===== src/rtl/adc_pulse_sampler.sv =====
`default_nettype none
// ============================================================================
// Module   : adc_pulse_sampler
// Brief    : Delays an RF-ADC beat stream, averages a lane window per beat and
//            presents it with a run-gated strobe plus saturation/underrun stats.
// Revision : 1.0 - initial release
// ============================================================================
module adc_pulse_sampler #(
  parameter int NUM_BITS  = 16,
  parameter int SPC       = 8,
  parameter int DEL_DEPTH = 16
) (
  input  logic                         clk,
  input  logic                         rst,
  input  logic [NUM_BITS*SPC-1:0]      adc_tdata,
  input  logic                         adc_tvalid,
  input  logic                         run,
  input  logic [$clog2(SPC)-1:0]       lane_sel,
  input  logic [1:0]                   avg_log2,
  input  logic [$clog2(DEL_DEPTH)-1:0] cycle_del,
  output logic [NUM_BITS-1:0]          val_out,
  output logic                         val_valid,
  output logic [15:0]                  sat_count,
  output logic [15:0]                  underrun_count,
  output logic                         running
);

  localparam int SPC_LOG2 = $clog2(SPC);
  localparam int DEL_LOG2 = $clog2(DEL_DEPTH);
  localparam int CNT_W    = SPC_LOG2 + 1;
  // Wide enough that a full-width window of extreme samples cannot wrap.
  localparam int SUM_W    = NUM_BITS + SPC_LOG2;

  localparam logic [1:0]          c_max_log2 = (SPC_LOG2 > 3) ? 2'd3 : 2'(SPC_LOG2);
  localparam logic [CNT_W-1:0]    c_spc      = CNT_W'(SPC);
  localparam logic [NUM_BITS-1:0] c_pos_full = {1'b0, {(NUM_BITS-1){1'b1}}};
  localparam logic [NUM_BITS-1:0] c_neg_full = {1'b1, {(NUM_BITS-1){1'b0}}};

  localparam logic [0:0] c_idle = 1'b0;
  localparam logic [0:0] c_run  = 1'b1;

  logic [0:0]                r_state;
  logic [0:0]                w_state_next;
  logic                      w_enter_run;
  logic                      w_cfg_load;
  logic                      w_in_run;

  logic [SPC_LOG2-1:0]       r_lane_sel;
  logic [1:0]                r_avg_log2;
  logic [DEL_LOG2-1:0]       r_cycle_del;

  logic [NUM_BITS*SPC-1:0]   r_dl_data [DEL_DEPTH];
  logic [DEL_DEPTH-1:0]      r_dl_valid;
  logic [NUM_BITS*SPC-1:0]   w_tap_data;
  logic                      w_tap_valid;

  logic [1:0]                w_nlog2;
  logic [CNT_W-1:0]          w_n;
  logic [CNT_W-1:0]          w_lim;
  logic [SPC_LOG2-1:0]       w_start;
  logic [SPC-1:0]            w_mask;
  logic signed [SUM_W-1:0]   w_sum;
  logic [CNT_W-1:0]          w_sat;

  logic signed [SUM_W-1:0]   r_sum;
  logic [1:0]                r_shift;
  logic                      r_sum_valid;
  logic [NUM_BITS-1:0]       w_avg;

  logic [16:0]               w_sat_acc;
  logic [16:0]               w_und_acc;

  // State register
  always_ff @(posedge clk or negedge rst) begin
    if (!rst) r_state <= c_idle;
    else      r_state <= w_state_next;
  end

  // Next-state logic
  always_comb begin
    w_state_next = r_state;
    case (r_state)
      c_idle:  if (run)  w_state_next = c_run;
      c_run:   if (!run) w_state_next = c_idle;
      default: w_state_next = c_idle;
    endcase
  end

  // State-derived controls
  always_comb begin
    w_in_run    = (r_state == c_run);
    w_enter_run = (r_state == c_idle) && run;
    w_cfg_load  = (r_state == c_idle) && !run;
    running     = w_in_run;
  end

  // Config shadows freeze from the edge that enters RUN onwards.
  always_ff @(posedge clk or negedge rst) begin
    if (!rst) begin
      r_lane_sel  <= '0;
      r_avg_log2  <= '0;
      r_cycle_del <= '0;
    end else if (w_cfg_load) begin
      r_lane_sel  <= lane_sel;
      r_avg_log2  <= avg_log2;
      r_cycle_del <= cycle_del;
    end
  end

  // Entry 0 doubles as the input stage.
  always_ff @(posedge clk or negedge rst) begin
    if (!rst) begin
      for (int i = 0; i < DEL_DEPTH; i++) r_dl_data[i] <= '0;
      r_dl_valid <= '0;
    end else begin
      r_dl_data[0] <= adc_tdata;
      for (int i = 1; i < DEL_DEPTH; i++) r_dl_data[i] <= r_dl_data[i-1];
      r_dl_valid <= {r_dl_valid[DEL_DEPTH-2:0], adc_tvalid};
    end
  end

  assign w_tap_data  = r_dl_data[r_cycle_del];
  assign w_tap_valid = r_dl_valid[r_cycle_del];

  always_comb begin
    w_nlog2 = (r_avg_log2 > c_max_log2) ? c_max_log2 : r_avg_log2;
    w_n     = CNT_W'(1) << w_nlog2;
    w_lim   = c_spc - w_n;
    w_start = ({1'b0, r_lane_sel} > w_lim) ? w_lim[SPC_LOG2-1:0] : r_lane_sel;
    w_mask  = ~({SPC{1'b1}} << w_n) << w_start;
  end

  always_comb begin
    w_sum = '0;
    w_sat = '0;
    for (int k = 0; k < SPC; k++) begin
      if (w_mask[k]) begin
        w_sum = w_sum + SUM_W'($signed(w_tap_data[k*NUM_BITS +: NUM_BITS]));
        if ((w_tap_data[k*NUM_BITS +: NUM_BITS] == c_pos_full) ||
            (w_tap_data[k*NUM_BITS +: NUM_BITS] == c_neg_full))
          w_sat = w_sat + CNT_W'(1);
      end
    end
  end

  // The shift travels with its sum so late config changes cannot skew it.
  always_ff @(posedge clk or negedge rst) begin
    if (!rst) begin
      r_sum       <= '0;
      r_shift     <= '0;
      r_sum_valid <= 1'b0;
    end else begin
      r_sum       <= w_sum;
      r_shift     <= w_nlog2;
      r_sum_valid <= w_tap_valid;
    end
  end

  assign w_avg = NUM_BITS'(r_sum >>> r_shift);

  always_ff @(posedge clk or negedge rst) begin
    if (!rst) begin
      val_out   <= '0;
      val_valid <= 1'b0;
    end else begin
      val_out   <= w_avg;
      val_valid <= w_in_run && r_sum_valid;
    end
  end

  assign w_sat_acc = {1'b0, sat_count} + 17'(w_sat);
  assign w_und_acc = {1'b0, underrun_count} + 17'd1;

  always_ff @(posedge clk or negedge rst) begin
    if (!rst) begin
      sat_count      <= '0;
      underrun_count <= '0;
    end else if (w_enter_run) begin
      sat_count      <= '0;
      underrun_count <= '0;
    end else if (w_in_run) begin
      if (w_tap_valid)
        sat_count <= w_sat_acc[16] ? 16'hFFFF : w_sat_acc[15:0];
      else
        underrun_count <= w_und_acc[16] ? 16'hFFFF : w_und_acc[15:0];
    end
  end

endmodule
`default_nettype wire


===== config.mk =====
export PLATFORM = sky130hd
export DESIGN_NAME = adc_pulse_sampler
export DESIGN_NICKNAME = d
export VERILOG_FILES = /design/src/rtl/adc_pulse_sampler.sv
export SDC_FILE = /design/constraint.sdc
export NUM_CORES = 2
export LEC_CHECK = 0
export CAP_MARGIN = 10
export CORE_UTILIZATION = 55
export CTS_CLUSTER_SIZE = 40
export DETAILED_ROUTE_END_ITERATION = 8
export PLACE_DENSITY = 0.77
export SETUP_SLACK_MARGIN = 0.05
export SYNTH_ARGS = -nofsm -noshare
export SYNTH_HDL_FRONTEND = slang
export SYNTH_SLANG_ARGS = --single-unit

===== constraint.sdc =====
create_clock -name clk -period 12.15 [get_ports clk]
set_clock_uncertainty 0.2 [all_clocks]
set_input_delay 3.645 -clock clk [delete_from_list [all_inputs] [get_ports clk]]
set_output_delay 3.645 -clock clk [all_outputs]
set_load 0.02 [all_outputs]

## After elaboration in Yosys (flattened, before gate mapping)

Cells that the tools add are included.

- Register bits: 2145
- Input port bits: 141
- Output and inout bits: 50
- Word-level logic and storage cells: 129

- Add/sub/neg operators: 17
- Magnitude comparators: 4
- Equality and inequality tests: 17
- Shifts and indexed selects: 4
- Muxes and demuxes: 40
- Bitwise gates (word level): 3
- Reductions and logical operators: 16

Operators with widths:

| operator | number |
|---|---|
| binary-select mux 128 bit (select 4 bit) | 1 |
| two-way mux 128 bit | 2 |
| two-way mux 19 bit | 8 |
| adder 19 x 16 -> 19 bit | 7 |
| equality test 16 x 15 -> 1 bit (second input constant) | 8 |
| equality test 16 bit (second input constant) | 8 |
| two-way mux 16 bit | 8 |
| two-way mux 4 bit | 15 |
| adder 4 x 1 -> 4 bit (second input constant) | 7 |
| >>> shifter 19 x 2 -> 16 bit | 1 |
| adder 16 x 1 -> 17 bit (second input constant) | 1 |
| adder 16 x 4 -> 17 bit | 1 |
| logical OR 1 bit | 8 |
| inverter 8 bit | 1 |
| << shifter 8 x 3 -> 8 bit | 1 |
| << shifter 8 x 4 -> 8 bit (first input constant) | 1 |
| greater-or-equal comparator 5 bit (second input constant) | 1 |
| < comparator 4 x 5 -> 1 bit (second input constant) | 1 |
| inverter 4 -> 5 bit | 1 |
| binary-select mux 1 bit (select 4 bit) | 1 |
| greater-than comparator 3 x 4 -> 1 bit | 1 |
| AND reduction 2 bit | 2 |
| nonzero test 2 bit | 2 |
| << shifter 1 x 2 -> 4 bit (first input constant) | 1 |
| 9 further kinds | 13 |

## Logic depth before layout (Yosys ltp)

- Depth in word-level cells: 34
- Depth in mapped cells: 72
- Depth with buffers taken out: 64

## Worst setup path before layout

OpenSTA, ideal clock, no wires.

- Path type: register -> register
- Start point: reg r_cycle_del[0]
- End point: reg r_sum[18]
- Setup time: 0.123 ns
- Arrival time: 12.843 ns
- Required time: 11.827 ns
- Slack: -1.015 ns
- Stages on the path, launching flop included: 66
- Path through: dfrtp_1 buf_6 buf_8 buf_6 buf_8 buf_8 buf_8 buf_6 buf_2 buf_4 buf_2 buf_2 mux4_2 mux4_2 ha_1 ha_1 a31oi_1 xnor2_1 [30 not listed] and3_1 nor3_1 xor2_1 nand2_1 o221ai_1 inv_1 ha_1 nor2_1 a211o_1 xnor2_1 mux2_2 ha_1 a21oi_1 a31oi_1 xor2_1 nand2_1 xnor3_1 xnor2_1

- Word-level cells in the longest chain between the ends: 19

RTL lines:

| what | RTL line | text |
|---|---|---|
| start: declaration | 50 | `logic [DEL_LOG2-1:0] r_cycle_del;` |
| start signal: assignment | 106 | `r_cycle_del <= cycle_del;` |
| inverter 4 -> 5 bit (not written as such) (*) | 122 | `assign w_tap_data = r_dl_data[r_cycle_del];` |
| binary-select mux 128 bit (select 4 bit) (*) | 122 |  |
| two-way mux 128 bit (not written as such) (*) (2 in series) | 122 |  |
| two-way mux 19 bit | 137 | `if (w_mask[k]) begin` |
| adder 19 x 16 -> 19 bit | 138 | `w_sum = w_sum + SUM_W'($signed(w_tap_data[k*NUM_BITS +: NUM_BITS]));` |
| two-way mux 19 bit | 137 |  |
| adder 19 x 16 -> 19 bit | 138 |  |
| two-way mux 19 bit | 137 |  |
| [3 not listed] | -- |  |
| two-way mux 19 bit | 137 |  |
| adder 19 x 16 -> 19 bit | 138 |  |
| two-way mux 19 bit | 137 |  |
| adder 19 x 16 -> 19 bit | 138 |  |
| two-way mux 19 bit | 137 |  |
| adder 19 x 16 -> 19 bit | 138 |  |
| two-way mux 19 bit (*) | 137 |  |
| via w_sum[18] | 62 | `logic signed [SUM_W-1:0] w_sum;` |
| end signal: assignment | 153 | `r_sum <= w_sum;` |
| end: declaration | 65 | `logic signed [SUM_W-1:0] r_sum;` |

Mark *: on every way through the listed nets, which the timed path passes. The rest lies on a longest branch. The select of a mux whose other input is x is not followed.
A chain may end at the register's enable or synchronous reset.

## Worst setup path in the final report

- Start point: reg r_cycle_del[0]
- End point: reg r_sum[17]

Same word-level chain as after synthesis.

==> impl.org <==
** Outcome
- Result of the run :: completed

** Global route
- In this run the most used layer during global routing was met2.
- Leftover overflow at the end of global routing :: 0
- First-pass GRT wire length :: 282.5 mm
- The initial antenna violation count was 4.
- Fraction of met3 tracks used by global routing :: 0.04339
- Met1 track utilization from global routing :: 0.3675
- In the global route stage, met2 resource usage came out at 0.3867.
- Via count of the first global-routing pass :: ~47000
- Across every metal layer, demand over resource in global routing totals 0.2491.
- Entering global routing, the biggest net connects 206 pins.

** Yosys
- For this run, asynchronously set or reset flops after synthesis account for 1.000.
- Cell variety after synth :: 102
- #FFs+latches synth :: 2145
- In the synthesized netlist, the cells that appear most often are sky130_fd_sc_hd__dfrtp_1, sky130_fd_sc_hd__mux4_2, sky130_fd_sc_hd__nand2_1, sky130_fd_sc_hd__nor2_1, sky130_fd_sc_hd__ha_1.
- The Yosys step of the flow raised 0 warnings.
- The average instance in the mapped netlist occupies between 15 and 20 um^2.
- Most instantiated flip-flop cell in the synthesis netlist :: sky130_fd_sc_hd__dfrtp_1
- Of the post-synthesis cell area, the dominant cell type holds 0.6644.
- Count of flip-flops with a built-in enable after synthesis :: 0
- Total standard cell area after synthesis :: 0.08079 mm^2
- Post-synth net total :: 5115
- By area the synthesized netlist is led by sky130_fd_sc_hd__dfrtp_1, sky130_fd_sc_hd__mux4_2, sky130_fd_sc_hd__ha_1, sky130_fd_sc_hd__nand2_1, sky130_fd_sc_hd__mux2i_1.
- Mapped Cells :: 4822
- Of the synthesized area, sequential elements account for 0.6644.
- Cell type contributing the most total cell area after synthesis :: sky130_fd_sc_hd__dfrtp_1
- In the post-synthesis netlist, the cell with the most instances is sky130_fd_sc_hd__dfrtp_1.

** Worst setup path
- On the critical path, the stage with the largest delay is an instance of sky130_fd_sc_hd__mux4_2.
- Logic depth of the worst register-to-register path :: 56
- Critical Path AT :: 12.21 ns
- Worst r2r src :: r_cycle_del[0]
- The endpoint identified for the worst register-to-register timing path is r_sum[17].
- Type of destination of the critical path :: flop
- Of all nets on the critical path, the largest fanout is 6.
- The cell that appears most often on the critical path is sky130_fd_sc_hd__ha_1.
- Required time at the worst-slack endpoint :: 12.69 ns
- STA classifies the critical path startpoint as a flop.
- Max incr delay on CP :: 0.56 ns
- Across all register-to-register paths, the minimum setup slack is roughly 0.48 ns.
- The critical path is of the flop to flop type.

** Timing
- Worst Tran Pin Value :: 1.078 ns
- The worst pin sits at a relative slew slack of 0.2812.
- Max-slew violation count :: 0
- Setup violations remaining at the end of the flow were counted as 0.
- The smallest clock period supported by the final layout is computed as 11.67 ns.
- Based on the critical path, the design can be clocked at up to 85.71 MHz.
- Setup repair after global routing missed its margin :: true
- Share of the cycle needed by the critical path after routing :: 0.9602
- The hold violation count in the final report was 0.

** Power
- Of the total power, registers draw 0.336.
- Summed over all nets, the switching power comes to 7.949 mW.
- Internal Dissipation :: 15.46 mW
- Total power for the finished layout comes to ~23 mW.
- Of the total power, the share spent switching nets is 0.3395.
- Dividing total power by cell area gives a power density of 251.6 mW/mm^2.
- VDD IR-drop max :: 235.9 uV
- The share of total power dissipated in combinational logic is 0.382.
- Leak Pwr :: roughly 40 nW
- The share of total power dissipated in the clock network is 0.282.

** Clock network
- Clock buffer count from CTS :: just over 200
- TritonCTS built the clock tree.
- Root buffer selected by CTS :: sky130_fd_sc_hd__clkbuf_16
- Number of H-tree levels :: 4
- The longest clock path from root to sink contains 3 buffers.
- Worst-Skew Late Latency :: 0.89 ns
- Clock Pin Slew Worst Setup and Hold Paths :: 0.07 ns
- CTS saw 2145 sinks.

** Detailed routing
- For this run, design rule violations remaining after detail routing come to 0.
- The detailed router placed 44522 vias in this run.
- Final wirelength :: 179.9 mm
- The count of nets left with antenna violations once routing finished came out at 0.
- In the routed layout, each cell is associated on average with a via count of 6.114.
- Before antenna repair, the detailed router went through 7 iterations.
- For this block, the initial DRC count from the detailed router was 3542.
- In the final routed layout, each cell accounts on average for 24.70 um.

** Floorplanning
- Total Die Area :: 0.1484 mm^2
- From bottom edge to top edge, the die measures 385.3 um.
- Horizontal extent of the die :: ~390 um
- The total area inside the core boundary comes to approximately 0.15 mm^2.
- For this design the top-level I/O count stands at between 150 and 200.
- Initial core utilization :: 0.5544
- The floorplan has 140 rows.

** Final layout
- Layout overhead on the synthesized area :: 15.16%
- The finished layout holds between 7000 and 8000 standard cells, fillers aside.
- Final cell utilization of the core :: 0.6384
- The finished cells cover 0.09304 mm^2.
- The repair_antennas step left the layout with diodes totalling 0.
- Layout net count :: 5492
- Of the cells placed in the final design, the portion with a size suffix greater than 1 is 0.2317.

** Min path
- Along the worst hold path, the cell count comes to 0.
- Class of the tightest hold or removal check :: flop to flop
- For hold timing, the worst endpoint is r_dl_data[582].
- Hold path startpoint :: r_dl_data[710]

** Placement
- Input and output buffers added on the ports amount to 190.
- Number of instances in the placed design :: about 6900
- Last weighted congestion value of the routability-driven placer :: 0.9121
- Once placement finished, the instance area stood at 0.08518 mm^2.
- HPWL after detailed placement :: 113.4 mm

** Flow run
- Max-Cap Viols :: 0
[power groups by stage]
| stage | registers [mW] | clock network (mW) | logic [mW] |
|---|---|---|---|
| floorplan | 7.90 | 0 | 5.98 |
| global placement | 7.96 | 0 | 8.25 |
| detailed placement | 7.98 | 0 | 8.36 |
| CTS | 7.88 | 6.72 | 8.45 |
| global route | 7.92 | 7.00 | 9.77 |
| finish | 7.87 | 6.59 | 8.95 |
[flip-flops by register name, summed over array words and instances, names as in the netlist]
name            flops
r_sum              19
val_valid           1
r_lane_sel          3
r_sum_valid         1
underrun_count     16
sat_count          16
r_cycle_del         4
r_dl_data        2048
running             1
r_dl_valid         16
r_avg_log2          2
r_shift             2
val_out            16
[logic make-up (layout without fill, tap and decap cells)]
kind of cell / Yosys count / count (layout) / synth area share
adder cells (fa/ha/maj): 154 / 154 / 0.02444
AO/OA/AOI/OAI: 657 / 657 / 0.05456
XOR/XNOR: 100 / 100 / 0.01192
flip-flops: 2145 / 2145 / 0.6644
multiplexers: 693 / 693 / 0.1762
AND/OR/NAND/NOR: 753 / 753 / 0.04584
buffers and inverters: 320 / 863 / 0.02261
[per-stage QoR]
step | TNS [ns] | worst slack, ns | hold slack (ns)
global placement | 0 | 0.1922 | 0.1475
detailed placement | 0 | 0.01154 | 0.1536
global route | -0.04893 | -0.03504 | 0.1234
finish | 0 | 0.4833 | 0.1129
CTS | 0 | 0.06920 | 0.1108
floorplan | 0 | 0.05636 | 0.1459
[worst max-delay path by stage]
| stage | endpoint | start | slack [ns] | cells past startpoint |
|---|---|---|---|---|
| 3_5_place_dp | r_sum[18] | r_avg_log2[1] | 0.01 | 60 |
| 3_3_place_gp | r_sum[18] | r_avg_log2[1] | 0.19 | 59 |
| 5_1_grt | r_sum[18] | r_cycle_del[0] | -0.04 | 60 |
| 6_report | r_sum[17] | r_cycle_del[0] | 0.48 | 56 |
| 2_1_floorplan | r_sum[18] | r_cycle_del[1] | 0.06 | 72 |
| 4_1_cts | r_sum[18] | r_avg_log2[1] | 0.07 | 60 |
[cell type report]
cell class / count / area [um^2]
inverter: 102 / 385.4
clock buffer: 290 / 5796
fill: 9649 / 52700
sequential: 2145 / 53690
timing repair buffer: 391 / 3690
clock inverter: 80 / 1323
multi-input combinational: 2357 / 25760
tap: 1917 / 2399
[layout by cell type (no fill, tap or decap), types with 16 or more instances in the layout]
cell type                         count
sky130_fd_sc_hd__a211oi_1            19
sky130_fd_sc_hd__a21o_1              33
sky130_fd_sc_hd__a21oi_1            105
sky130_fd_sc_hd__a21oi_2             18
sky130_fd_sc_hd__a22oi_1             87
sky130_fd_sc_hd__a31oi_1             32
sky130_fd_sc_hd__and2_1              16
sky130_fd_sc_hd__and3_1              40
sky130_fd_sc_hd__buf_4              177
sky130_fd_sc_hd__bufinv_16           20
sky130_fd_sc_hd__clkbuf_1            47
sky130_fd_sc_hd__clkbuf_16          204
sky130_fd_sc_hd__clkbuf_8            41
sky130_fd_sc_hd__clkdlybuf4s50_1    189
sky130_fd_sc_hd__clkinv_2            21
sky130_fd_sc_hd__dfrtp_1           2140
sky130_fd_sc_hd__ha_1               132
sky130_fd_sc_hd__inv_1               97
sky130_fd_sc_hd__mux2_2              43
sky130_fd_sc_hd__mux2i_1             76
sky130_fd_sc_hd__mux4_1              27
sky130_fd_sc_hd__mux4_2             543
sky130_fd_sc_hd__nand2_1            234
sky130_fd_sc_hd__nand2b_1            20
sky130_fd_sc_hd__nand3_1             63
sky130_fd_sc_hd__nand4_1             38
sky130_fd_sc_hd__nor2_1             145
sky130_fd_sc_hd__nor2b_1             29
sky130_fd_sc_hd__nor3_1              43
sky130_fd_sc_hd__nor4_1              32
sky130_fd_sc_hd__o211ai_1            22
sky130_fd_sc_hd__o21a_1              23
sky130_fd_sc_hd__o21ai_0            125
sky130_fd_sc_hd__o21bai_1            17
sky130_fd_sc_hd__o22ai_1             16
sky130_fd_sc_hd__or3_1               20
sky130_fd_sc_hd__xnor2_1             61
sky130_fd_sc_hd__xor2_1              28
[worst max-delay path, delay by kind of cell (launching register included)]
| kind | cells | cell delay (ns) |
|---|---|---|
| AO/OA/AOI/OAI | 22 | 4.19 |
| adder cells (fa/ha/maj) | 7 | 1.91 |
| AND/OR/NAND/NOR | 11 | 1.56 |
| multiplexers | 3 | 1.25 |
| XOR/XNOR | 7 | 1.15 |
| buffers and inverters | 6 | 0.71 |
| flip-flops | 1 | 0.53 |
[per-layer routing]
metal  wire (um)  part of all wire
met3        9563             0.053
met4        4818             0.027
met5           0                 0
met2       87210              0.48
met1       78260              0.44
[repair_timing]
item,4_1_cts,5_1_grt
pin swaps,0,31
gates cloned,0,2
setup endpoints to repair,2,5
gates resized for setup,2,99
hold buffers,0,0
buffers inserted,0,30
Power figures use the tool's default switching activity.
